`config.mk`:
```
export PLATFORM = sky130hd
export DESIGN_NAME = down_counter4b
export DESIGN_NICKNAME = d
export VERILOG_FILES = /design/src/rtl/down_counter4b.sv
export SDC_FILE = /design/constraint.sdc
export NUM_CORES = 1
export LEC_CHECK = 0
export BUFFER_PORTS_ARGS = -buffer_cell sky130_fd_sc_hd__buf_2
export CAP_MARGIN = 20
export CORE_AREA = 8 8 50 52
export CTS_BUF_LIST = sky130_fd_sc_hd__clkbuf_2 sky130_fd_sc_hd__clkbuf_4 sky130_fd_sc_hd__clkbuf_8
export DETAILED_ROUTE_END_ITERATION = 8
export DIE_AREA = 0 0 58 60
export PLACE_DENSITY_LB_ADDON = 0.2
export RECOVER_POWER = 25
export SLEW_MARGIN = 20
export SYNTH_ARGS = -nofsm -noshare
export SYNTH_HDL_FRONTEND = slang
export SYNTH_SLANG_ARGS = --single-unit
export TNS_END_PERCENT = 20
```
`constraint.sdc`:
```
create_clock -name clk -period 1.4 [get_ports clk]
set_input_delay 0.14 -clock clk [delete_from_list [all_inputs] [get_ports clk]]
set_output_delay 0.14 -clock clk [all_outputs]
set_load 0.01 [all_outputs]
```
`src/rtl/down_counter4b.sv`:
```
// down_counter4b: loadable synchronous down counter / interval timer.
// Counts a loaded start value down to zero, one step per enabled clock.
// Bc flags a zero count combinationally; done is a one-cycle registered pulse
// at the terminal step. With auto_reload set, the start value is reloaded at
// the terminal step, so the block doubles as a programmable enable divider.
module down_counter4b #(
    parameter int WIDTH = 4
) (
    input  logic             clk,
    input  logic             rst,
    input  logic             load,
    input  logic [WIDTH-1:0] din,
    input  logic             en,
    input  logic             auto_reload,
    output logic [WIDTH-1:0] Q,
    output logic             Bc,
    output logic             busy,
    output logic             done
);

    typedef enum logic {
        IDLE = 1'b0,
        RUN  = 1'b1
    } state_t;

    localparam logic [WIDTH-1:0] ZERO = '0;
    localparam logic [WIDTH-1:0] ONE  = WIDTH'(1);

    state_t           state_reg;
    state_t           state_next;
    logic [WIDTH-1:0] q_reg;
    logic [WIDTH-1:0] q_next;
    logic [WIDTH-1:0] rl_reg;      // last loaded start value, used for reloads
    logic [WIDTH-1:0] rl_next;
    logic             busy_reg;
    logic             done_reg;
    logic             done_next;

    // State, count, reload value and status flags; reset forces the idle zero state.
    always_ff @(posedge clk or posedge rst) begin
        if (rst) begin
            state_reg <= IDLE;
            q_reg     <= ZERO;
            rl_reg    <= ZERO;
            busy_reg  <= 1'b0;
            done_reg  <= 1'b0;
        end else begin
            state_reg <= state_next;
            q_reg     <= q_next;
            rl_reg    <= rl_next;
            busy_reg  <= (state_next == RUN);
            done_reg  <= done_next;
        end
    end

    // Next-state and next-count decode; load overrides every other action.
    always_comb begin
        state_next = state_reg;
        q_next     = q_reg;
        rl_next    = rl_reg;
        done_next  = 1'b0;

        if (load) begin
            q_next     = din;
            rl_next    = din;
            state_next = (din != ZERO) ? RUN : IDLE;
        end else if (state_reg == RUN && en) begin
            if (q_reg == ONE) begin
                // Terminal step: auto_reload is only looked at here.
                done_next = 1'b1;
                if (auto_reload) begin
                    q_next = rl_reg;
                end else begin
                    q_next     = ZERO;
                    state_next = IDLE;
                end
            end else if (q_reg == ZERO) begin
                // Not reachable through load; park safely instead of wrapping.
                state_next = IDLE;
            end else begin
                q_next = q_reg - ONE;
            end
        end
    end

    assign Q    = q_reg;
    assign Bc   = (q_reg == ZERO);
    assign busy = busy_reg;
    assign done = done_reg;

endmodule

```
==> qor.yml, run 1 <==
width_of_the_chip_um: 58
max-vdd-ir-drop_mv: 0.675
number_of_buffers_on_the_longest_clock_path: 2
final_antenna_net_count: 0
grt_overflow_total: 0
grt_antenna_before_repair: 0
critPathKind: "flop to flop"
gp_congestion: 0.726
hold-path-cell-count: 3
netlist_area_um2: 587
status: "complete, but fails checks"
clock_pin_slew_of_the_registers_on_the_worst_case_setup_and_hold_paths_ns: 0.07
post-route-period-util_pct: 104
fin_nets: 108
clk_root_buf: "clkbuf_4"
post-cts-setup-buffer-count: 0
cp_num_buf_inv: 1
crit_path_max_incr_delay_ns: 0.41
synth_cell_types: 26
yosys.area.top_type: "dfrtp_1"
grt_first_pass_wirelength_um: 2660
synth.ff_latch_count: 10
maxSlewHeadroom_pct: 74.0
finalWirelength_um: 1540
utilization_pct: 47.8
tritoncts: "built"
pin_count: 16
drt_first_pass_iters: 4
skew_ns: 0.00427
syn_inst: 64
remaining_drc_errors: 0
detailedPlacementHpwl_um: 1250
placeableCoreArea_mm2: 0.00180
fin_crit_ns: 1.46
detail_route.vias_per_cell: 5.00
power_density_mw_per_mm2: 1010
initial_utilization_pct: 32.6
placementRows: 16
ff_to_ff_path_depth: 6
critical_path.top_delay_family: "flip-flops"
floorplan.die_area_mm2: 0.00348
cts_made_buffers: 3
grt_start_max_net_pins: 16
synth.area.top_cells: "dfrtp_1 43%, ha_1 6.4%, inv_1 5.8%, o21ai_0 5.1%, o31ai_1 5.1%"
crit_path_top_delay_cell: "dfrtp_1"
cp_cell_sequence: "inv_2, ha_4, nor3b_4, nor2_1, a311oi_1, o31ai_1"
clk_latency_ns: 0.26
cp_data_required_time_ns: 1.54
tightest_slew_ns: 0.390
timing.final.max_slew_violations: 0
cts_num_sinks: 10
reported_leakage_power_uw: 0.000410
grt_use_total_pct: 10.3
drt_first_iter_violations: 10
worst_setup_path_end_kind: "flop"
hold_class: "primary input to flop"
flow.area_growth_from_synthesis_pct: 46.7
crit_arrival_ns: 1.60
cts_max_level: 1
mean_cell_area_of_the_mapped_netlist_um2: 9.17
post_route_cells_drive_above_1_share_pct: 47.4
power_uw: 866
final_hold_viol_count: 0
maxCapViolations: 0
first_global_vias: 578
buffer_ports.inserted: 15
fmax_mhz: 685
yosys_warnings: 0
vias: 565
diodes: 0
syn-num-nets: 76
cp_num_cells: 6
worst_slack_ns: -0.0597
violations: "setup timing"
yosysTopAreaCellShare_pct: 42.6
worst_setup_path_start_kind: "flop"
rsz_0062_raised_after_global_routing: "true"
final-setup-viol-count: 5
crit_path_max_fanout: 5
sequential_area_share_after_synthesis_pct: 42.6
die_h_um: 60
route.detailed.wl_per_inst_um: 13.6
==> metrics by stage <==
step | cell area [µm²] | setup TNS, ns | hold slack [ns] | instances | setup slack (ns)
4_1_cts | 856 | -0.240 | 0.101 | 113 | -0.0788
2_1_floorplan | 603 | -0.0861 | -0.0199 | 64 | -0.0359
5_1_grt | 861 | -0.687 | 0.140 | 113 | -0.184
3_5_place_dp | 787 | -0.375 | 0.145 | 108 | -0.111
3_3_place_gp | 787 | -0.281 | 0.144 | 108 | -0.0730
6_report | 861 | -0.174 | 0.109 | 113 | -0.0597
==> worst reg2reg max path: stages, from the launching register on <==
cell and delay, ns:
dfrtp_1 0.41, inv_2 0.12, ha_4 0.18, nor3b_4 0.25, nor2_1 0.07, a311oi_1 0.22
o31ai_1 0.09
==> worst paths after layout <==
kind,from,endpoint,slack (ns)
worst min-delay path,din[3],busy,0.11
worst max register to register,Q[1],Q[1],-0.06
worst max-delay path,Q[1],Q[1],-0.06
max in group asynchronous,rst,Q[0],0.70
min in group asynchronous,rst,busy,0.40
worst min register to register,rl_reg[2],rl_reg[2],0.51
==> cell type report <==
| type | instances | area, µm² |
|---|---|---|
| clock buffers | 4 | 30.0 |
| fillers | 189 | 941 |
| inverters | 9 | 33.8 |
| multi-input cells | 44 | 347 |
| flip-flops and latches | 10 | 253 |
| well taps | 18 | 22.5 |
| repair buffers | 28 | 175 |
==> Yosys cell counts <==
cell and number:
dfrtp_1 10, inv_1 9, o21ai_0 6, nand2_1 5, nor2_1 5, o31ai_1 4, a21oi_1 3, ha_1 3
a311oi_1 2, a211oi_1 1, a21o_1 1, a22oi_1 1, a31oi_1 1, and2_2 1, clkbuf_1 1, mux2_2 1
nand2b_1 1, nand3_1 1, nand4b_1 1, nor2_2 1, nor2b_1 1, nor3b_1 1, nor3b_4 1, o31a_1 1
o41ai_1 1, or4_1 1
==> kinds of logic after synthesis <==
logic type               after synthesis  share of synthesized area, %
AND/OR/NAND/NOR                       19                          19.0
buffers and inverters                 10                          6.40
AO/OA/AOI/OAI                         21                          23.7
adder cells (fa/ha/maj)                3                          6.40
flip-flops                            10                          42.6
multiplexers                           1                          1.92
==> routing by layer <==
layer | GRT usage, % | share of wire (%) | vias up
met5 | 0 | 0 | -
met4 | 6.29 | 0.85 | 0
met3 | 3.23 | 4.2 | 2
met2 | 15.9 | 48 | 12
met1 | 12.1 | 47 | 259
li1 | - | - | 292
==> placed cells by master, fill, tap and decap left out <==
cell / netlist / layout
a211oi_1: 1 / 1
a21o_1: 1 / 1
a21oi_1: 3 / 3
a22oi_2: 0 / 1
a311oi_1: 2 / 2
a31oi_1: 1 / 1
and2_2: 1 / 1
buf_2: 0 / 15
buf_4: 0 / 12
clkbuf_4: 0 / 4
dfrtp_1: 10 / 8
dfrtp_2: 0 / 2
dlygate4sd3_1: 0 / 1
ha_1: 3 / 1
ha_4: 0 / 2
inv_1: 9 / 7
inv_2: 0 / 2
mux2_2: 1 / 1
nand2_1: 5 / 5
nand2b_1: 1 / 1
nand3_1: 1 / 1
nand4b_1: 1 / 1
nor2_1: 5 / 5
nor2_2: 1 / 1
nor2b_4: 0 / 1
nor3b_2: 0 / 1
nor3b_4: 1 / 1
o21ai_0: 6 / 4
o21ai_1: 0 / 2
o31a_1: 1 / 1
o31ai_1: 4 / 3
o31ai_2: 0 / 1
o41ai_1: 1 / 1
or4_1: 1 / 1
==> where the power goes <==
group | switching [µW] | internal, µW | total, µW
Combinational | 134 | 151 | 285
Clock | 97.5 | 129 | 227
Sequential | 35.7 | 317 | 353
==> timing repair <==
item | 4_1_cts | 5_1_grt
pin swaps | 7 | 3
setup endpoints to repair | 6 | 7
hold endpoints to repair | 10 | 0
gates resized for setup | 7 | 2
hold buffers | 1 | 0
Power figures use the tool's default switching activity.
==> run 2: changes to the inputs <==
--- a/config.mk
+++ b/config.mk
@@ -7,10 +7,10 @@
 export LEC_CHECK = 0
 export BUFFER_PORTS_ARGS = -buffer_cell sky130_fd_sc_hd__buf_2
 export CAP_MARGIN = 20
-export CORE_AREA = 8 8 50 52
+export CORE_AREA = 8 8 45 47
 export CTS_BUF_LIST = sky130_fd_sc_hd__clkbuf_2 sky130_fd_sc_hd__clkbuf_4 sky130_fd_sc_hd__clkbuf_8
 export DETAILED_ROUTE_END_ITERATION = 8
-export DIE_AREA = 0 0 58 60
+export DIE_AREA = 0 0 53 55
 export PLACE_DENSITY_LB_ADDON = 0.2
 export RECOVER_POWER = 25
 export SLEW_MARGIN = 20
==> run 2 against run 1 <==
The flow still finishes with violations (setup timing). First-iteration DRC count is 20% higher. Die area is 16% lower. Register-to-register slack hardly changed. Clock skew hardly changed. Hold slack better by 0.019 ns. Sequential share of layout area is 0.98 points higher. Critical path type unchanged. Critical endpoint is now Q[0].
==> qor.yml, run 2 (synthesized netlist as in run 1, its figures left out) <==
final_antenna_net_count: 0
diodes: 0
clock_pin_slew_of_the_registers_on_the_worst_case_setup_and_hold_paths_ns: 0.06
setup_tns_ns: -0.243
worst_slack_ns: -0.0671
drt_first_iter_violations: 12
stdcell_count: 111
worst-r2r-setup-slack_ns: -0.07
violations: "setup timing"
grt_antenna_before_repair: 0
critical_path.startpoint: "Q[1]"
worst_setup_path_start_kind: "flop"
finalWirelength_um: 1490
post_route_cells_drive_above_1_share_pct: 44.2
utilization_pct: 60.5
fin_crit_ns: 1.47
grt_first_pass_wirelength_um: 2600
final_hold_viol_count: 0
rsz_0062_raised_after_global_routing: "true"
worst_setup_path_end_kind: "flop"
maxSlewHeadroom_pct: 74.6
clk_latency_ns: 0.26
placeableCoreArea_mm2: 0.00138
critPathKind: "flop to flop"
cts_max_level: 1
post-route-period-util_pct: 105
fin_nets: 108
tritoncts: "built"
reported_leakage_power_uw: 0.000407
drt_first_pass_iters: 4
timing.final.max_slew_violations: 0
floorplan.die_area_mm2: 0.00292
maxCapViolations: 0
grt_use_total_pct: 11.9
flow.area_growth_from_synthesis_pct: 42.6
cts_num_sinks: 10
power_uw: 846
placementRows: 14
width_of_the_chip_um: 53
skew_ns: 0.00469
critPathCapture: "Q[0]"
detailedPlacementHpwl_um: 1160
die_h_um: 55
status: "complete, but fails checks"
crit_arrival_ns: 1.61
grt_start_max_net_pins: 16
r2r-start: "Q[1]"
grt_overflow_total: 0
clk_root_buf: "clkbuf_4"
mostFrequentLayoutCell: "buf_2"
placedCellCount: 103
cp_data_required_time_ns: 1.54
ff_to_ff_path_depth: 6
remaining_drc_errors: 0
number_of_buffers_on_the_longest_clock_path: 2
detail_route.vias_per_cell: 5.23
vias: 581
pin_count: 16
final-setup-viol-count: 4
fmax_mhz: 682
final_cell_mix: "15 x buf_2, 12 x buf_4, 7 x dfrtp_1, 7 x inv_1, 6 x o21ai_0"
worstReg2RegEnd: "Q[0]"
power_density_mw_per_mm2: 1010
first_global_vias: 610
cts_made_buffers: 3
max-vdd-ir-drop_mv: 0.684
gp_congestion: 0.845
hold_class: "primary input to flop"
route.detailed.wl_per_inst_um: 13.4
tightest_slew_ns: 0.381
initial_utilization_pct: 42.4
buffer_ports.inserted: 15
crit_path_max_fanout: 5
[run 2: cell counts in the layout (fill, tap and decap cells not counted)]
Identical to the previous run, type by type.
[run 2: through the flow]
step | hold slack (ns) | setup slack (ns) | area, µm²
final | 0.127 | -0.0671 | 837
after global routing | 0.135 | -0.182 | 837
after CTS | 0.120 | -0.0648 | 816
after detailed placement | 0.136 | -0.0881 | 762
after global placement | 0.131 | -0.0977 | 762
after floorplan | -0.0199 | -0.0359 | 603
[run 2: critical path, stage by stage (launching register included)]
cell and delay (ns):
dfrtp_1 0.39, inv_2 0.09, ha_4 0.16, nor3b_4 0.27, nor2_1 0.08, a311oi_1 0.26, o31ai_1 0.10
[run 2: power by group]
group | switching [µW] | internal [µW] | leakage, µW
logic | 129 | 141 | 0.000271
clock network | 95.8 | 129 | 0.0000184
registers | 32.3 | 318 | 0.000118
total | 257 | 589 | 0.000407
[run 2: cell type report]
cell class,instances,area (µm²)
multi-input combinational,44,324
tap,16,20.0
clock buffer,4,30.0
inverter,9,33.8
fill,135,547
sequential,10,254
timing repair buffer,28,175
[run 2: worst min path at each step]
stage / endpoint / startpoint / slack, ns / cells past startpoint
floorplan: Q[1] / rst / -0.02 / 1
global placement: rl_reg[3] / rst / 0.13 / 2
detailed placement: rl_reg[1] / rst / 0.14 / 2
CTS: Q[0] / din[0] / 0.12 / 3
global route: Q[3] / din[3] / 0.14 / 3
finish: Q[0] / din[0] / 0.13 / 3
[run 2: what timing repair did]
item	CTS	global route
setup buffers	1	2
setup endpoints to repair	5	5
pin swaps	4	1
gates resized for setup	2	2
endpoints found under the hold margin	10	0
hold buffers	1	0
[run 2: metal layers]
layer  GRT usage (%)  vias to the layer above  share of wire, %
met5               0                        -                 0
met2            19.1                       13                46
met4            7.76                        0               2.7
met3            2.41                        5               4.8
li1                -                      295                 -
met1            14.2                      268                47
==> run 3: changes to the inputs <==
--- a/config.mk
+++ b/config.mk
@@ -13,6 +13,7 @@
 export DIE_AREA = 0 0 53 55
 export PLACE_DENSITY_LB_ADDON = 0.2
 export RECOVER_POWER = 25
+export SETUP_SLACK_MARGIN = 0.15
 export SLEW_MARGIN = 20
 export SYNTH_ARGS = -nofsm -noshare
 export SYNTH_HDL_FRONTEND = slang
==> run 3 against run 2 <==
The run still ends with setup timing left. Global-route usage unchanged. Clock skew unchanged. Non-clock buffer count unchanged. Critical endpoint unchanged. Largest cell class unchanged.
==> qor.yml, run 3 (synthesized netlist as in run 1, its figures left out) <==
critPathKind: "flop to flop"
final_cell_mix: "15 x buf_2, 12 x buf_4, 7 x dfrtp_1, 7 x inv_1"
rsz_0062_raised_after_global_routing: "true"
grt_use_total_pct: 11.9
final_hold_viol_count: 0
drt_first_pass_iters: 4
timing.final.max_slew_violations: 0
status: "complete, but fails checks"
gp_congestion: 0.845
violations: "setup timing"
tightest_slew_ns: 0.381
max-vdd-ir-drop_mv: 0.684
switching_share_pct: 30.5
initial_utilization_pct: 42.4
maxCapViolations: 0
power_report.internal_total_uw: 589
placeableCoreArea_mm2: 0.00138
tritoncts: "built"
net-switching-power_uw: 258
remaining_drc_errors: 0
worst_setup_path_end_kind: "flop"
comb_power_share_pct: 32.0
power_uw: 847
fin_nets: 108
pin_count: 16
detail_route.vias_per_cell: 5.23
clock_pin_slew_of_the_registers_on_the_worst_case_setup_and_hold_paths_ns: 0.06
drt_first_iter_violations: 11
placement.setup.worst_slack_ns: -0.0881
worst-r2r-setup-slack_ns: -0.07
placementRows: 14
grt_start_max_net_pins: 16
fin_crit_ns: 1.47
clk_latency_ns: 0.26
number_of_buffers_on_the_longest_clock_path: 2
width_of_the_chip_um: 53
power_density_mw_per_mm2: 1010
dpl-instance-area_um2: 762
mostFrequentLayoutCell: "buf_2"
crit_arrival_ns: 1.61
pwr-share-clk_pct: 26.6
finalWirelength_um: 1500
worstReg2RegEnd: "Q[0]"
grt_overflow_total: 0
fmax_mhz: 682
worst_setup_path_start_kind: "flop"
diodes: 0
cts_made_buffers: 3
grt_antenna_before_repair: 0
cts_max_level: 1
crit_path_max_fanout: 5
flow.area_growth_from_synthesis_pct: 42.6
grt_first_pass_wirelength_um: 2600
reported_leakage_power_uw: 0.000407
ff_to_ff_path_depth: 6
floorplan.die_area_mm2: 0.00292
route.detailed.wl_per_inst_um: 13.5
clk_root_buf: "clkbuf_4"
critPathCapture: "Q[0]"
buffer_ports.inserted: 15
post_route_cells_drive_above_1_share_pct: 44.2
skew_ns: 0.00469
first_global_vias: 610
detailedPlacementHpwl_um: 1160
r2r-start: "Q[1]"
vias: 581
critical_path.startpoint: "Q[1]"
final-setup-viol-count: 4
final_antenna_net_count: 0
worst_slack_ns: -0.0670
hold_class: "primary input to flop"
post-route-period-util_pct: 105
hold_path.startpoint: "din[0]"
cp_data_required_time_ns: 1.54
cts_num_sinks: 10
die_h_um: 55
final_design_area_no_fill_um2: 837
maxSlewHeadroom_pct: 74.6
seqPwrFrac_pct: 41.4
## run 3: cell counts in the layout (fill, tap and decap cells not counted)
Identical to the previous run, type by type.
## run 3: timing repair
action / CTS / global route
pin swaps: 4 / 1
buffers inserted: 1 / 2
setup endpoints to repair: 6 / 8
endpoints found under the hold margin: 10 / 0
hold buffers: 1 / 0
resized for setup: 3 / 2
## run 3: layer usage
layer  up-vias  GRT usage, %  share of wire, %
li1        295             -                 -
met1       268          14.2                46
met2        13          19.1                46
met3         5          2.41               4.7
met4         0          7.76               2.7
met5         -             0                 0
## run 3: layout make-up
type	instances	area, µm²
fillers	135	547
multi-input cells	44	324
flip-flops and latches	10	254
repair buffers	28	175
inverters	9	33.8
clock buffers	4	30.0
well taps	16	20.0
## run 3: how the worst min path moves through the flow
stage | to | cells after the start | slack [ns]
after global routing | Q[3] | 3 | 0.14
after floorplan | Q[1] | 1 | -0.02
after CTS | Q[0] | 3 | 0.12
final | Q[0] | 3 | 0.13
after detailed placement | rl_reg[1] | 2 | 0.14
after global placement | rl_reg[3] | 2 | 0.13
## run 3: worst max-delay path, cell delays in order, from the launching register on
cell and delay [ns]:
dfrtp_1 0.39, inv_2 0.09, ha_4 0.16, nor3b_4 0.27
nor2_1 0.08, a311oi_1 0.26, o31ai_1 0.10
## run 3: stage by stage
step / TNS (ns) / utilization, % / hold WS, ns / instances
final: -0.242 / 60.5 / 0.127 / 111
after global routing: -0.605 / 60.5 / 0.135 / 111
after CTS: -0.191 / 59.0 / 0.120 / 109
after detailed placement: -0.204 / 55.1 / 0.136 / 103
after global placement: -0.223 / 55.1 / 0.131 / 103
after floorplan: -0.0861 / - / -0.0199 / 64
## run 3: power by group through the flow
stage	registers, µW	logic (µW)	clock network [µW]
finish	351	271	225
global placement	355	243	0
global route	354	303	248
floorplan	361	122	0
CTS	349	260	235
detailed placement	354	244	0
